$ cat src/rtl/cordic_sincos_if.sv
// Request/result bundle for the CORDIC sine/cosine unit.
// The requester drives start/ang/qrt; the converter returns busy/valid and the results.
interface cordic_sincos_if;
    logic        start;
    logic [15:0] ang;
    logic [1:0]  qrt;
    logic        busy;
    logic        valid;
    logic [15:0] sin_o;
    logic [15:0] cos_o;

    modport master (output start, ang, qrt, input busy, valid, sin_o, cos_o);
    modport slave  (input start, ang, qrt, output busy, valid, sin_o, cos_o);
endinterface

$ cat src/rtl/cordic_sincos.sv
// Iterative rotation-mode CORDIC: one micro-rotation per clock within a quadrant,
// followed by a quadrant fold and a registered output update with a one-cycle valid pulse.
module cordic_sincos #(
    parameter int ITER = 14
) (
    input  logic            clk,
    input  logic            rst,
    cordic_sincos_if.slave  bus
);

    localparam int CW = (ITER > 1) ? $clog2(ITER) : 1;

    typedef enum logic [1:0] {IDLE, ROTATE, DONE} state_t;

    state_t              state_reg, state_next;
    logic signed [17:0]  x_reg, x_next;
    logic signed [17:0]  y_reg, y_next;
    logic signed [16:0]  z_reg, z_next;
    logic [CW-1:0]       cnt_reg, cnt_next;
    logic [1:0]          qrt_reg, qrt_next;
    logic [15:0]         sin_reg, sin_next;
    logic [15:0]         cos_reg, cos_next;
    logic                valid_reg, valid_next;

    logic signed [17:0]  x_shift, y_shift;
    logic signed [16:0]  atan_val;
    logic [15:0]         s_pos, s_neg, c_pos, c_neg;

    // Elementary angles atan(2^-i) in 8.8 degrees.
    function automatic logic signed [16:0] atan_lut(input logic [CW-1:0] i);
        case (int'(i))
            0:       atan_lut = 17'sd11520;
            1:       atan_lut = 17'sd6801;
            2:       atan_lut = 17'sd3593;
            3:       atan_lut = 17'sd1824;
            4:       atan_lut = 17'sd916;
            5:       atan_lut = 17'sd458;
            6:       atan_lut = 17'sd229;
            7:       atan_lut = 17'sd115;
            8:       atan_lut = 17'sd57;
            9:       atan_lut = 17'sd29;
            10:      atan_lut = 17'sd14;
            11:      atan_lut = 17'sd7;
            12:      atan_lut = 17'sd4;
            13:      atan_lut = 17'sd2;
            default: atan_lut = 17'sd0;
        endcase
    endfunction

    assign x_shift  = x_reg >>> cnt_reg;
    assign y_shift  = y_reg >>> cnt_reg;
    assign atan_val = atan_lut(cnt_reg);

    // Quadrant fold operands; negation happens at full width before truncation.
    assign s_pos = y_reg[15:0];
    assign c_pos = x_reg[15:0];
    assign s_neg = 16'(-y_reg);
    assign c_neg = 16'(-x_reg);

    always_comb begin
        state_next = state_reg;
        x_next     = x_reg;
        y_next     = y_reg;
        z_next     = z_reg;
        cnt_next   = cnt_reg;
        qrt_next   = qrt_reg;
        sin_next   = sin_reg;
        cos_next   = cos_reg;
        valid_next = 1'b0;

        case (state_reg)
            IDLE: begin
                if (bus.start) begin
                    qrt_next   = bus.qrt;
                    z_next     = (bus.ang > 16'd23040) ? 17'sd23040 : $signed({1'b0, bus.ang});
                    x_next     = 18'sd9949;
                    y_next     = 18'sd0;
                    cnt_next   = '0;
                    state_next = ROTATE;
                end
            end
            ROTATE: begin
                if (!z_reg[16]) begin
                    x_next = x_reg - y_shift;
                    y_next = y_reg + x_shift;
                    z_next = z_reg - atan_val;
                end else begin
                    x_next = x_reg + y_shift;
                    y_next = y_reg - x_shift;
                    z_next = z_reg + atan_val;
                end
                if (cnt_reg == CW'(ITER - 1)) begin
                    state_next = DONE;
                end else begin
                    cnt_next = cnt_reg + 1'b1;
                end
            end
            DONE: begin
                case (qrt_reg)
                    2'b00:   begin sin_next = s_pos; cos_next = c_pos; end
                    2'b01:   begin sin_next = c_pos; cos_next = s_neg; end
                    2'b10:   begin sin_next = s_neg; cos_next = c_neg; end
                    default: begin sin_next = c_neg; cos_next = s_pos; end
                endcase
                valid_next = 1'b1;
                state_next = IDLE;
            end
            default: state_next = IDLE;
        endcase
    end

    always_ff @(posedge clk or posedge rst) begin
        if (rst) begin
            state_reg <= IDLE;
            x_reg     <= '0;
            y_reg     <= '0;
            z_reg     <= '0;
            cnt_reg   <= '0;
            qrt_reg   <= '0;
            sin_reg   <= '0;
            cos_reg   <= '0;
            valid_reg <= 1'b0;
        end else begin
            state_reg <= state_next;
            x_reg     <= x_next;
            y_reg     <= y_next;
            z_reg     <= z_next;
            cnt_reg   <= cnt_next;
            qrt_reg   <= qrt_next;
            sin_reg   <= sin_next;
            cos_reg   <= cos_next;
            valid_reg <= valid_next;
        end
    end

    assign bus.busy  = (state_reg != IDLE);
    assign bus.valid = valid_reg;
    assign bus.sin_o = sin_reg;
    assign bus.cos_o = cos_reg;

endmodule

$ cat src/flat_wrapper.sv
// flat-port wrapper written by rule: the top's interface ports become plain ports
module cordic_sincos_flat 
#(
    parameter int ITER = 14
)
  (clk, rst, bus_start, bus_ang, bus_qrt, bus_busy, bus_valid, bus_sin_o, bus_cos_o);
  cordic_sincos_if bus_i ();
  input  logic clk;
  input  logic rst;
  input wire logic [$bits(bus_i.start)-1:0] bus_start;
  input wire logic [$bits(bus_i.ang)-1:0] bus_ang;
  input wire logic [$bits(bus_i.qrt)-1:0] bus_qrt;
  output wire logic [$bits(bus_i.busy)-1:0] bus_busy;
  output wire logic [$bits(bus_i.valid)-1:0] bus_valid;
  output wire logic [$bits(bus_i.sin_o)-1:0] bus_sin_o;
  output wire logic [$bits(bus_i.cos_o)-1:0] bus_cos_o;
  assign bus_i.start = bus_start;
  assign bus_i.ang = bus_ang;
  assign bus_i.qrt = bus_qrt;
  assign bus_busy = bus_i.busy;
  assign bus_valid = bus_i.valid;
  assign bus_sin_o = bus_i.sin_o;
  assign bus_cos_o = bus_i.cos_o;
  cordic_sincos #(.ITER(ITER)) u_core (.clk(clk), .rst(rst), .bus(bus_i));
endmodule
$ cat config.mk
export PLATFORM = sky130hd
export DESIGN_NAME = cordic_sincos_flat
export DESIGN_NICKNAME = d
export VERILOG_FILES = /design/src/rtl/cordic_sincos_if.sv /design/src/rtl/cordic_sincos.sv /design/src/flat_wrapper.sv
export SDC_FILE = /design/constraint.sdc
export NUM_CORES = 1
export LEC_CHECK = 0
export BUFFER_PORTS_ARGS = -buffer_cell sky130_fd_sc_hd__buf_2
export CORE_MARGIN = 4
export CORE_UTILIZATION = 52
export CTS_BUF_LIST = sky130_fd_sc_hd__clkbuf_4 sky130_fd_sc_hd__clkbuf_8
export CTS_CLUSTER_SIZE = 30
export DETAILED_ROUTE_END_ITERATION = 8
export GPL_TIMING_DRIVEN = 1
export PLACE_DENSITY = 0.79
export SLEW_MARGIN = 20
export SYNTH_ARGS = -nofsm -noshare
export SYNTH_HDL_FRONTEND = slang
export SYNTH_SLANG_ARGS = --single-unit
export TNS_END_PERCENT = 20
$ cat constraint.sdc
create_clock -name clk -period 5.8 [get_ports clk]
set_input_delay 0.58 -clock clk [delete_from_list [all_inputs] [get_ports clk]]
set_output_delay 0.58 -clock clk [all_outputs]
set_load 0.05 [all_outputs]
# Word level (Yosys, flattened, before mapping)
# Memories as Yosys holds them, arrays and structs flattened.
# Index checks and enable logic that the tools add are counted.
# Widths: inputs -> output; s select.
[op_classes]
addsub = 9
n_mul = 0
div = 0
order_cmp = 1
eq_ne = 8
n_shift = 2
muxes = 19
bitwise = 0
n_reduce_logical = 8
[ops]
columns = ["op", "n"]
rows = [
  ["$pmux 16 s3", 2],
  ["$mux 18", 4],
  ["$pmux 18 s2", 2],
  ["$add 18x18->18", 2],
  ["$sshr 18x4->18", 2],
  ["$sub 18x18->18", 2],
  ["$mux 17", 2],
  ["$pmux 17 s2", 1],
  ["$neg 16->16", 2],
  ["$add 17x17->17", 1],
  ["$sub 17x17->17", 1],
  ["$gt 16x15->1 const B", 1],
  ["$mux 16", 1],
  ["$mux 4", 2],
  ["$pmux 4 s2", 1],
  ["$reduce_and 2->1", 3],
  ["$add 4x1->4 const B", 1],
  ["$eq 2x1->1 const B", 2],
  ["$eq 2x2->1 const B", 2],
  ["$eq 4x4->1 const B", 1],
  ["$logic_not 2->1", 2],
  ["$mux 2", 2],
  ["$ne 2x2->1 const B", 2],
  ["$pmux 2 s2", 1],
  ["other kinds (4)", 5],
]
[word_totals]
register_bits = 94
latch_bits = 0
ramBits = 0
mem_bits_ro = 224
inputBits = 21
output_inout_bits = 34
word_cells = 57
mem_count = 1
[memory_table]
columns = ["name", "depth", "word_bits", "read_ports", "rd_clocked_by_memory_dff", "write_ports", "line_no", "source"]
rows = [
  ["(no name shown)", 16, 14, 1, 0, 0, "cordic_sincos.sv:31", "case (int'(i))"],
]

# Longest topological paths before layout
# Gate-level depths: netlist (run 1).
[logic_depth]
ltp_word = 4
mapped_depth = 26
depth_no_buf = 21

# Least setup slack after synthesis (run 1)
# OpenSTA, ideal clock, no wires.
[synth_timing]
path_kind = "register -> register"
start = "reg u_core.cnt_reg[1]"
end = "reg u_core.x_reg[17]"
setup_ns = 0.121
arrival_ns = 4.710
required_ns = 5.679
path_slack_ns = 0.969
path_stages_with_launch = 21
n_path_buf = 4
period_less_slack_ns = 4.831
path_cell_list = "dfrtp_1 buf_2 buf_4 buf_4 buf_6 mux4_1 a222oi_1 nor3b_1 nor2_1 xor2_1 ha_1 o21ai_0 o21ai_0 o31a_1 a41o_1 o41ai_1 o21a_1 o21ai_0 xnor2_1 o21ai_1 a22o_1"
[synth_between]
elab_chain_cells = 4
word_cells_on_any_way = 5
cone_classes = "add/sub (2); shift (1); mux (2)"
[synth_lines]
columns = ["item", "line_no", "source"]
rows = [
  ["start: declaration", "cordic_sincos.sv:19", "logic [CW-1:0] cnt_reg, cnt_next;"],
  ["start signal: assignment", "cordic_sincos.sv:128", "cnt_reg <= cnt_next;"],
  ["$sshr 18x4->18 (*)", "cordic_sincos.sv:51", "assign y_shift = y_reg >>> cnt_reg;"],
  ["$sub 18x18->18 / $add 18x18->18 (equally long branches)", "cordic_sincos.sv:84, cordic_sincos.sv:88", ""],
  ["$mux 18 (*)", "cordic_sincos.sv:83", "if (!z_reg[16]) begin"],
  ["$pmux 18 s2 (*)", "cordic_sincos.sv:71", "case (state_reg)"],
  ["end signal: assignment", "cordic_sincos.sv:125", "x_reg <= x_next;"],
  ["end: declaration", "cordic_sincos.sv:16", "logic signed [17:0] x_reg, x_next;"],
]
# Mark *: on every way between the ends. The rest lies on a longest branch, timed or not.
# A chain may end at the register's enable or synchronous reset.

# Worst setup path after layout (run 1)
[layout_timing]
start = "reg u_core.cnt_reg[2]"
end = "reg u_core.x_reg[17]"
# Same word-level chain as after synthesis.

==> results.txt, run 1 <==
Width of the die - 148 µm
Transition time of the tightest slew-check pin - 0.821 ns
Crit-path cells - buf_4 > nor2_1 > a221o_1 > nor2_1 > a211oi_1 > inv_1 > ha_1 > mux2_2 > ha_1 > a211oi_1 > o21ai_0 > o31a_1 > a41o_1 > o41ai_1 > o21a_1 > o21ai_0 > xnor2_1 > o21ai_1 > a22o_1
Leading register cell type out of synthesis - dfrtp_1
Count of inserted antenna diode cells - 0
Start point of the critical path - u_core.cnt_reg[2]
Site row count - 50
Gr busiest metal - met2
Via count of the first global-routing pass - 9074
Element type at the critical path start - flop
Pre-antenna DRT Iters - 5
Final estimated routing congestion in global placement - 0.936
Later-pin clock latency in the skew report - 0.39 ns
Reg-to-reg endpoint - u_core.x_reg[17]
Hold Violations, Final - 0
Largest cells by area after synthesis - dfrtp_1, mux4_2, ha_1
Gate count of the mapped netlist - 1273
Hold Worst Slack - 0.255 ns
Root buffer cell - clkbuf_8
Number of buffers added to fix hold violations after cts - 0
Required time worst endpoint - 6.08 ns
Sum Neg Setup Slack - 0 ns
DRC Markers - 0
Antenna violations before repair - 0
Via count normalized by instance count - 6.23
Number of port buffers - 54
EDFF count, synth - 0
Finished Core Util - 0.571
Post-CTS Setup Inserts - 0
Worst reg2reg path depth - 19
Placeable core region - 19000 µm²
Total CTS buffers - 9
Headroom to the max-slew limit - 0.451
Clock Sink Count - 94
Endpoint of the most critical setup path - u_core.x_reg[17]
Total congestion overflow - 0
Bufs and invs on worst path - 2
Syn Std Cell Area - 10200 µm²
Synthesized area per cell - 8.00 µm²
Post-synthesis cell type count - 73
Number of synthesized register bits - 94
Setup repair after global routing missed its margin - false
Total length of routed wires - 27700 µm
Per-cell routed wire length - 18.0 µm
Gate family responsible for the most delay along the worst path - compound AO/OA/AOI/OAI gates
Fraction of met3 tracks used by global routing - 0.0340
Area share of the leading cell type in the synthesized netlist - 0.231
Global-route met1 utilization - 0.330
Share of the clock period used by the worst path - 0.926
Final setup fails - 0
Share of the yosys chip area belonging to registers - 0.231
Layout overhead on the synthesized area - 6.30%
Crit path time final - 5.37 ns
CP Capture Type - flop
Post-synth net total - 1358
Number of pins with negative max-slew slack in the final report - 0
R2r setup slk - 0.43 ns
Clk pin slew, worst setup/hold paths - 0.10 ns
DRT antenna net count - 0
Delay contributed by the slowest stage of the critical path - 0.59 ns
Starting Density - 0.537
Crit path arrival time - 5.65 ns
Run status - finished, final reports clean
Hold WC Path Type - in -> async
Fraction of registers with async set/reset - 1.00
WS Path Type - reg -> reg
Fraction of final layout cells sized beyond drive strength 1 - 0.134
First-iteration detailed-routing DRC count - 947
Placed wire-length estimate - 20400 µm
Highest attainable clock frequency - 186 MHz
Highest-delay cell along the critical path - dfrtp_1
Post-CTS resize count - 0
Startpoint of the worst register-to-register path - u_core.cnt_reg[2]
Clock Skews - 0.0115 ns
Syn. warnings - 0
CTS H-Tree Depth - 3
Stages on worst setup path - 19
Pin count of the biggest net entering global routing - 79
First-pass GRT wire length - 45300 µm
Via count - 9574
Synth area leader - dfrtp_1
Count of maximum capacitance violations - 0
Height of the die - 148 µm
Layout net count - 1357
Highest net fanout along the worst path - 15
Die Outline Area - 21900 µm²
GRT met2 Usage - 0.427
TritonCTS clock tree - built
Count of boundary I/O pins - 55
Total global-route track usage - 0.252
Max clock buf depth - 2
layout by cell type, fill, tap and decap left out, types with 46 or more instances in the layout:
cell / netlist / final
dfrtp_1: 94 / 91
nor2_1: 120 / 119
ha_1: 61 / 61
inv_1: 47 / 46
buf_2: 16 / 54
xnor2_1: 60 / 60
nand2_1: 145 / 145
o21ai_0: 122 / 122
a21oi_1: 96 / 96
how the worst min path moves through the flow:
stage / start / end / slack (ns) / cells past startpoint
4_1_cts: rst / u_core.bus.valid / 0.30 / 2
3_5_place_dp: u_core.bus.sin_o[9] / u_core.bus.sin_o[9] / 0.47 / 2
3_3_place_gp: u_core.bus.cos_o[6] / u_core.bus.cos_o[6] / 0.46 / 1
2_1_floorplan: u_core.z_reg[13] / u_core.z_reg[13] / 0.46 / 2
6_report: rst / u_core.bus.valid / 0.25 / 2
5_1_grt: rst / u_core.bus.valid / 0.32 / 2
cell usage after synthesis (4+ instances only):
library cell  count
a22oi_1          12
o22ai_1          11
o21ai_1           5
mux4_2           36
a21boi_0          5
or3_1            16
nand3_1          36
xor2_1           33
o21bai_1          8
nor4_1            6
o41ai_1           5
o21a_1           10
a21oi_1          96
clkbuf_1         63
o31ai_1          12
inv_1            47
or2_2             5
a41oi_1           5
buf_1             9
xnor2_1          60
a221o_1          14
a21o_1           14
mux2i_1          25
nand2_1         145
a211oi_1         11
nor2b_1          14
dfrtp_1          94
o211ai_1          7
buf_2            16
a31oi_1          14
and3_1            7
nor3_1           23
and2_1            8
ha_1             61
buf_4             5
buf_6             4
o22a_1            4
or3_4             4
o21ai_0         122
a22o_1            6
nand2b_1         14
mux2_2           12
nor2_1          120
cell type report:
| cell class | count | area, µm² |
|---|---|---|
| fill | 1717 | 8130 |
| multi-input combinational | 1033 | 7220 |
| sequential | 94 | 2360 |
| timing repair buffer | 85 | 515 |
| tap | 260 | 325 |
| inverter | 49 | 186 |
| clock buffer | 9 | 124 |
| clock inverter | 6 | 93.8 |
per-layer routing:
metal | vias up | wire length, µm
li1 | 4607 | -
met1 | 4477 | 11700
met2 | 413 | 12800
met3 | 75 | 1930
met4 | 2 | 1150
met5 | - | 32
cell families after synthesis:
| kind of cell | after synthesis | share of synthesized area |
|---|---|---|
| AOI/OAI and AO/OA | 385 | 0.236 |
| and+or+nand+nor | 416 | 0.189 |
| xor gates and xnor gates | 93 | 0.0800 |
| muxes | 75 | 0.123 |
| DFF | 94 | 0.231 |
| adders and majority gates | 64 | 0.0808 |
| buffers and inverters | 146 | 0.0606 |
worst register-to-register path, cell delays in order, from the launching register on:
cell and delay (ns):
dfrtp_1 0.59, buf_4 0.29, nor2_1 0.32, a221o_1 0.22, nor2_1 0.05, a211oi_1 0.51
inv_1 0.11, ha_1 0.29, mux2_2 0.28, ha_1 0.30, a211oi_1 0.23, o21ai_0 0.16
o31a_1 0.27, a41o_1 0.26, o41ai_1 0.53, o21a_1 0.26, o21ai_0 0.13, xnor2_1 0.20
o21ai_1 0.08, a22o_1 0.19
per-stage QoR:
| step | worst slack, ns | instances | instance area [µm²] |
|---|---|---|---|
| floorplan | 0.969 | 1273 | 10200 |
| global placement | 0.680 | 1521 | 10600 |
| detailed placement | 0.515 | 1521 | 10600 |
| CTS | 0.499 | 1536 | 10800 |
| global route | 0.0752 | 1536 | 10800 |
| finish | 0.430 | 1536 | 10800 |
Power of run 1 is left out: the tool's default activity adds up to more than one toggle a clock period on the data nets, which glitch-free logic cannot reach.
==> run 2, diff against run 1 <==
--- a/config.mk
+++ b/config.mk
@@ -6,4 +6,6 @@
 export NUM_CORES = 1
 export LEC_CHECK = 0
+export ABC_AREA = 1
+export ABC_CLOCK_PERIOD_IN_PS = 5800
 export BUFFER_PORTS_ARGS = -buffer_cell sky130_fd_sc_hd__buf_2
 export CORE_MARGIN = 4
==> constraint.sdc (replaced) <==
create_clock -name clk -period 5.8 [get_ports clk]
set_input_delay 0.58 -clock clk [delete_from_list [all_inputs] [get_ports clk]]
set_output_delay 0.58 -clock clk [all_outputs]
set_load 0.005 [all_outputs]
==> run 2 against run 1 <==
First-iteration DRC count is 9.7% higher. Cell count is 22% higher. Die area is 0.38% higher. Critical path type unchanged. Highest routed layer is now met4.
==> results.txt, run 2 <==
Run status - finished, final reports clean
Setup repair after global routing missed its margin - false
Height of the die - 148 µm (+0.19%)
Later-pin clock latency in the skew report - 0.40 ns (about the same)
Clock Skews - 0.0151 ns (+0.00353 ns)
Number of buffers added to fix hold violations after cts - 0 (unchanged)
Hold Violations, Final - 0 (unchanged)
First-iteration detailed-routing DRC count - 1039 (+9.7%)
Via count - 11000 (+15%)
Start point of the critical path - u_core.cnt_reg[3]
Crit path arrival time - 4.75 ns (-0.90 ns)
Hold WC Path Type - in -> async
Highest-count cells in the layout ignoring fill and taps - nand2_1, nand3_1, inv_1, nor2_1, a21oi_1
Startpoint of the worst register-to-register path - u_core.cnt_reg[3]
Total global-route track usage - 0.286 (+0.0341)
Count leader, synth - nand2_1
Element type at the critical path start - flop
Synthesized area per cell - 6.40 µm² (-20%)
Syn Std Cell Area - 10200 µm² (+0.41%)
First-pass GRT wire length - 51000 µm (+13%)
Synth top cells by count - nand2_1, nand3_1, inv_1
Pin count of the biggest net entering global routing - 60 (-24%)
Gr busiest metal - met2
Width of the die - 148 µm (+0.19%)
Total CTS buffers - 9 (unchanged)
Site row count - 51 (+2.0%)
Clk pin slew, worst setup/hold paths - 0.11 ns (about the same)
Post-synth net total - 1682 (+24%)
Gate family responsible for the most delay along the worst path - simple AND/OR/NAND/NOR gates
Syn. warnings - 0 (unchanged)
R2r setup slk - 1.39 ns (+0.96 ns)
Crit-path cells - buf_4 > a21oi_1 > nand3_1 > nand2_1 > ha_1 > nand3_1 > nor2_2 > nand2_2 > o21ai_2 > xnor2_1 > inv_1 > ha_1 > nand2_1 > nor3_1 > nand2_1 > o311ai_0 > inv_1 > nand3_1 > nand3_1 > nand2_1
Fraction of registers with async set/reset - 1.00 (unchanged)
Fraction of final layout cells sized beyond drive strength 1 - 0.0863 (-0.0477)
Count of inserted antenna diode cells - 0 (unchanged)
WS Path Type - reg -> reg
Total length of routed wires - 31900 µm (+15%)
Clock Sink Count - 94 (unchanged)
Number of pins with negative max-slew slack in the final report - 0 (unchanged)
Global-route met1 utilization - 0.380 (+0.0492)
EDFF count, synth - 0 (unchanged)
Area share of the leading cell type in the synthesized netlist - 0.230 (-0.000932)
Share of the clock period used by the worst path - 0.760 (-0.166)
Leading register cell type out of synthesis - dfrtp_1
Die Outline Area - 22000 µm² (+0.38%)
DRC Markers - 0 (unchanged)
Crit path time final - 4.41 ns (-0.962 ns)
Antenna violations before repair - 1 (+1)
Highest attainable clock frequency - 227 MHz (+22%)
CTS H-Tree Depth - 3 (unchanged)
CP Capture Type - flop
Gate count of the mapped netlist - 1597 (+25%)
DRT antenna net count - 0 (unchanged)
Max clock buf depth - 2 (unchanged)
Number of synthesized register bits - 94 (unchanged)
Number of port buffers - 54 (unchanged)
Largest cells by area after synthesis - dfrtp_1, nand2_1, nand3_1
Fraction of met3 tracks used by global routing - 0.0454 (+0.0114)
Count of boundary I/O pins - 55 (unchanged)
Via count of the first global-routing pass - 9914 (+9.3%)
Highest-delay cell along the critical path - dfrtp_1
Per-cell routed wire length - 17.0 µm (-5.4%)
Required time worst endpoint - 6.14 ns (+0.06 ns)
Placed wire-length estimate - 24000 µm (+18%)
Total congestion overflow - 0 (unchanged)
Sum Neg Setup Slack - 0 ns (unchanged)
Via count normalized by instance count - 5.85 (-6.1%)
Layout net count - 1691 (+25%)
Post-synthesis cell type count - 63 (-14%)
Starting Density - 0.527 (-0.0101)
Synth area leader - dfrtp_1
Post-CTS resize count - 0 (unchanged)
Delay contributed by the slowest stage of the critical path - 1.00 ns (+0.41 ns)
Headroom to the max-slew limit - 0.237 (-0.213)
Bufs and invs on worst path - 3 (+1)
GRT met2 Usage - 0.463 (+0.0365)
Pre-antenna DRT Iters - 6 (+1)
Final setup fails - 0 (unchanged)
Layout overhead on the synthesized area - 5.27%
Highest net fanout along the worst path - 21 (+6)
Count of maximum capacitance violations - 0 (unchanged)
Post-CTS Setup Inserts - 0 (unchanged)
Final estimated routing congestion in global placement - 0.975 (+4.2%)
Most common library cell in the layout ignoring fill and taps - nand2_1
Transition time of the tightest slew-check pin - 1.14 ns (+0.319 ns)
Placeable core region - 19400 µm² (+2.3%)
TritonCTS clock tree - built
Root buffer cell - clkbuf_8
Share of the yosys chip area belonging to registers - 0.230 (-0.000932)
[run 2: changes by cell type after synthesis, moves of 15 or more]
cell	before	now
mux2i_1	25	0
o21ai_0	122	104
xnor2_1	60	24
mux4_2	36	0
nand2_1	145	432
o22ai_1	11	33
clkbuf_1	63	36
nand4_1	2	17
or3_1	16	0
nand3_1	36	200
inv_1	47	152
[run 2: per-stage QoR]
step                worst slack [ns]   util  hold slack [ns]  instances  instance area, µm²
global route                    1.00  0.555            0.210       1875               10800
finish                          1.39  0.555            0.180       1875               10800
global placement                1.53  0.543            0.459       1860               10500
detailed placement              1.49  0.543            0.461       1860               10500
CTS                             1.44  0.555            0.191       1875               10800
floorplan                       2.09      -            0.459       1597               10200
[run 2: area by class of cell]
| class | count | area, µm² |
|---|---|---|
| clock inverters | 6 | 116 |
| repair buffers | 65 | 353 |
| clock buffers | 9 | 124 |
| flip-flops and latches | 94 | 2350 |
| fillers | 1967 | 8630 |
| well taps | 265 | 332 |
| multi-input cells | 1272 | 6860 |
| inverters | 164 | 626 |
[run 2: kinds of logic (layout without fill, tap and decap cells)]
kind of cell / after synthesis / in the layout / synth area share
mux: 1 / 1 / 0.00110
simple gates: 819 / 819 / 0.346
compound gates: 322 / 322 / 0.186
xor+xnor: 66 / 66 / 0.0565
flops: 94 / 94 / 0.230
buf+inv: 231 / 244 / 0.0991
fa+ha+maj: 64 / 64 / 0.0805
[run 2: worst register-to-register path, cell delays in order, from the launching register on]
cell	delay [ns]
dfrtp_1	1.00
buf_4	0.41
a21oi_1	0.08
nand3_1	0.12
nand2_1	0.09
ha_1	0.22
nand3_1	0.13
nor2_2	0.07
nand2_2	0.11
o21ai_2	0.06
xnor2_1	0.21
inv_1	0.07
ha_1	0.36
nand2_1	0.13
nor3_1	0.32
nand2_1	0.08
o311ai_0	0.54
inv_1	0.09
nand3_1	0.10
nand3_1	0.07
nand2_1	0.09
[run 2: layer usage]
| layer | share of wire | up-vias |
|---|---|---|
| met5 | 0 | - |
| met4 | 0.047 | 0 |
| met3 | 0.081 | 80 |
| met2 | 0.45 | 498 |
| met1 | 0.42 | 4993 |
| li1 | - | 5401 |
[run 2: final timing paths]
check / to / cells after the start
worst max-delay path: u_core.y_reg[17] / 20
worst min-delay path: u_core.qrt_reg[1] / 2
worst max register to register: u_core.y_reg[17] / 20
worst min register to register: u_core.bus.sin_o[15] / 2
max in group asynchronous: u_core.z_reg[10] / 3
min in group clk: u_core.qrt_reg[0] / 3
Power of run 2 is left out for the same reason.
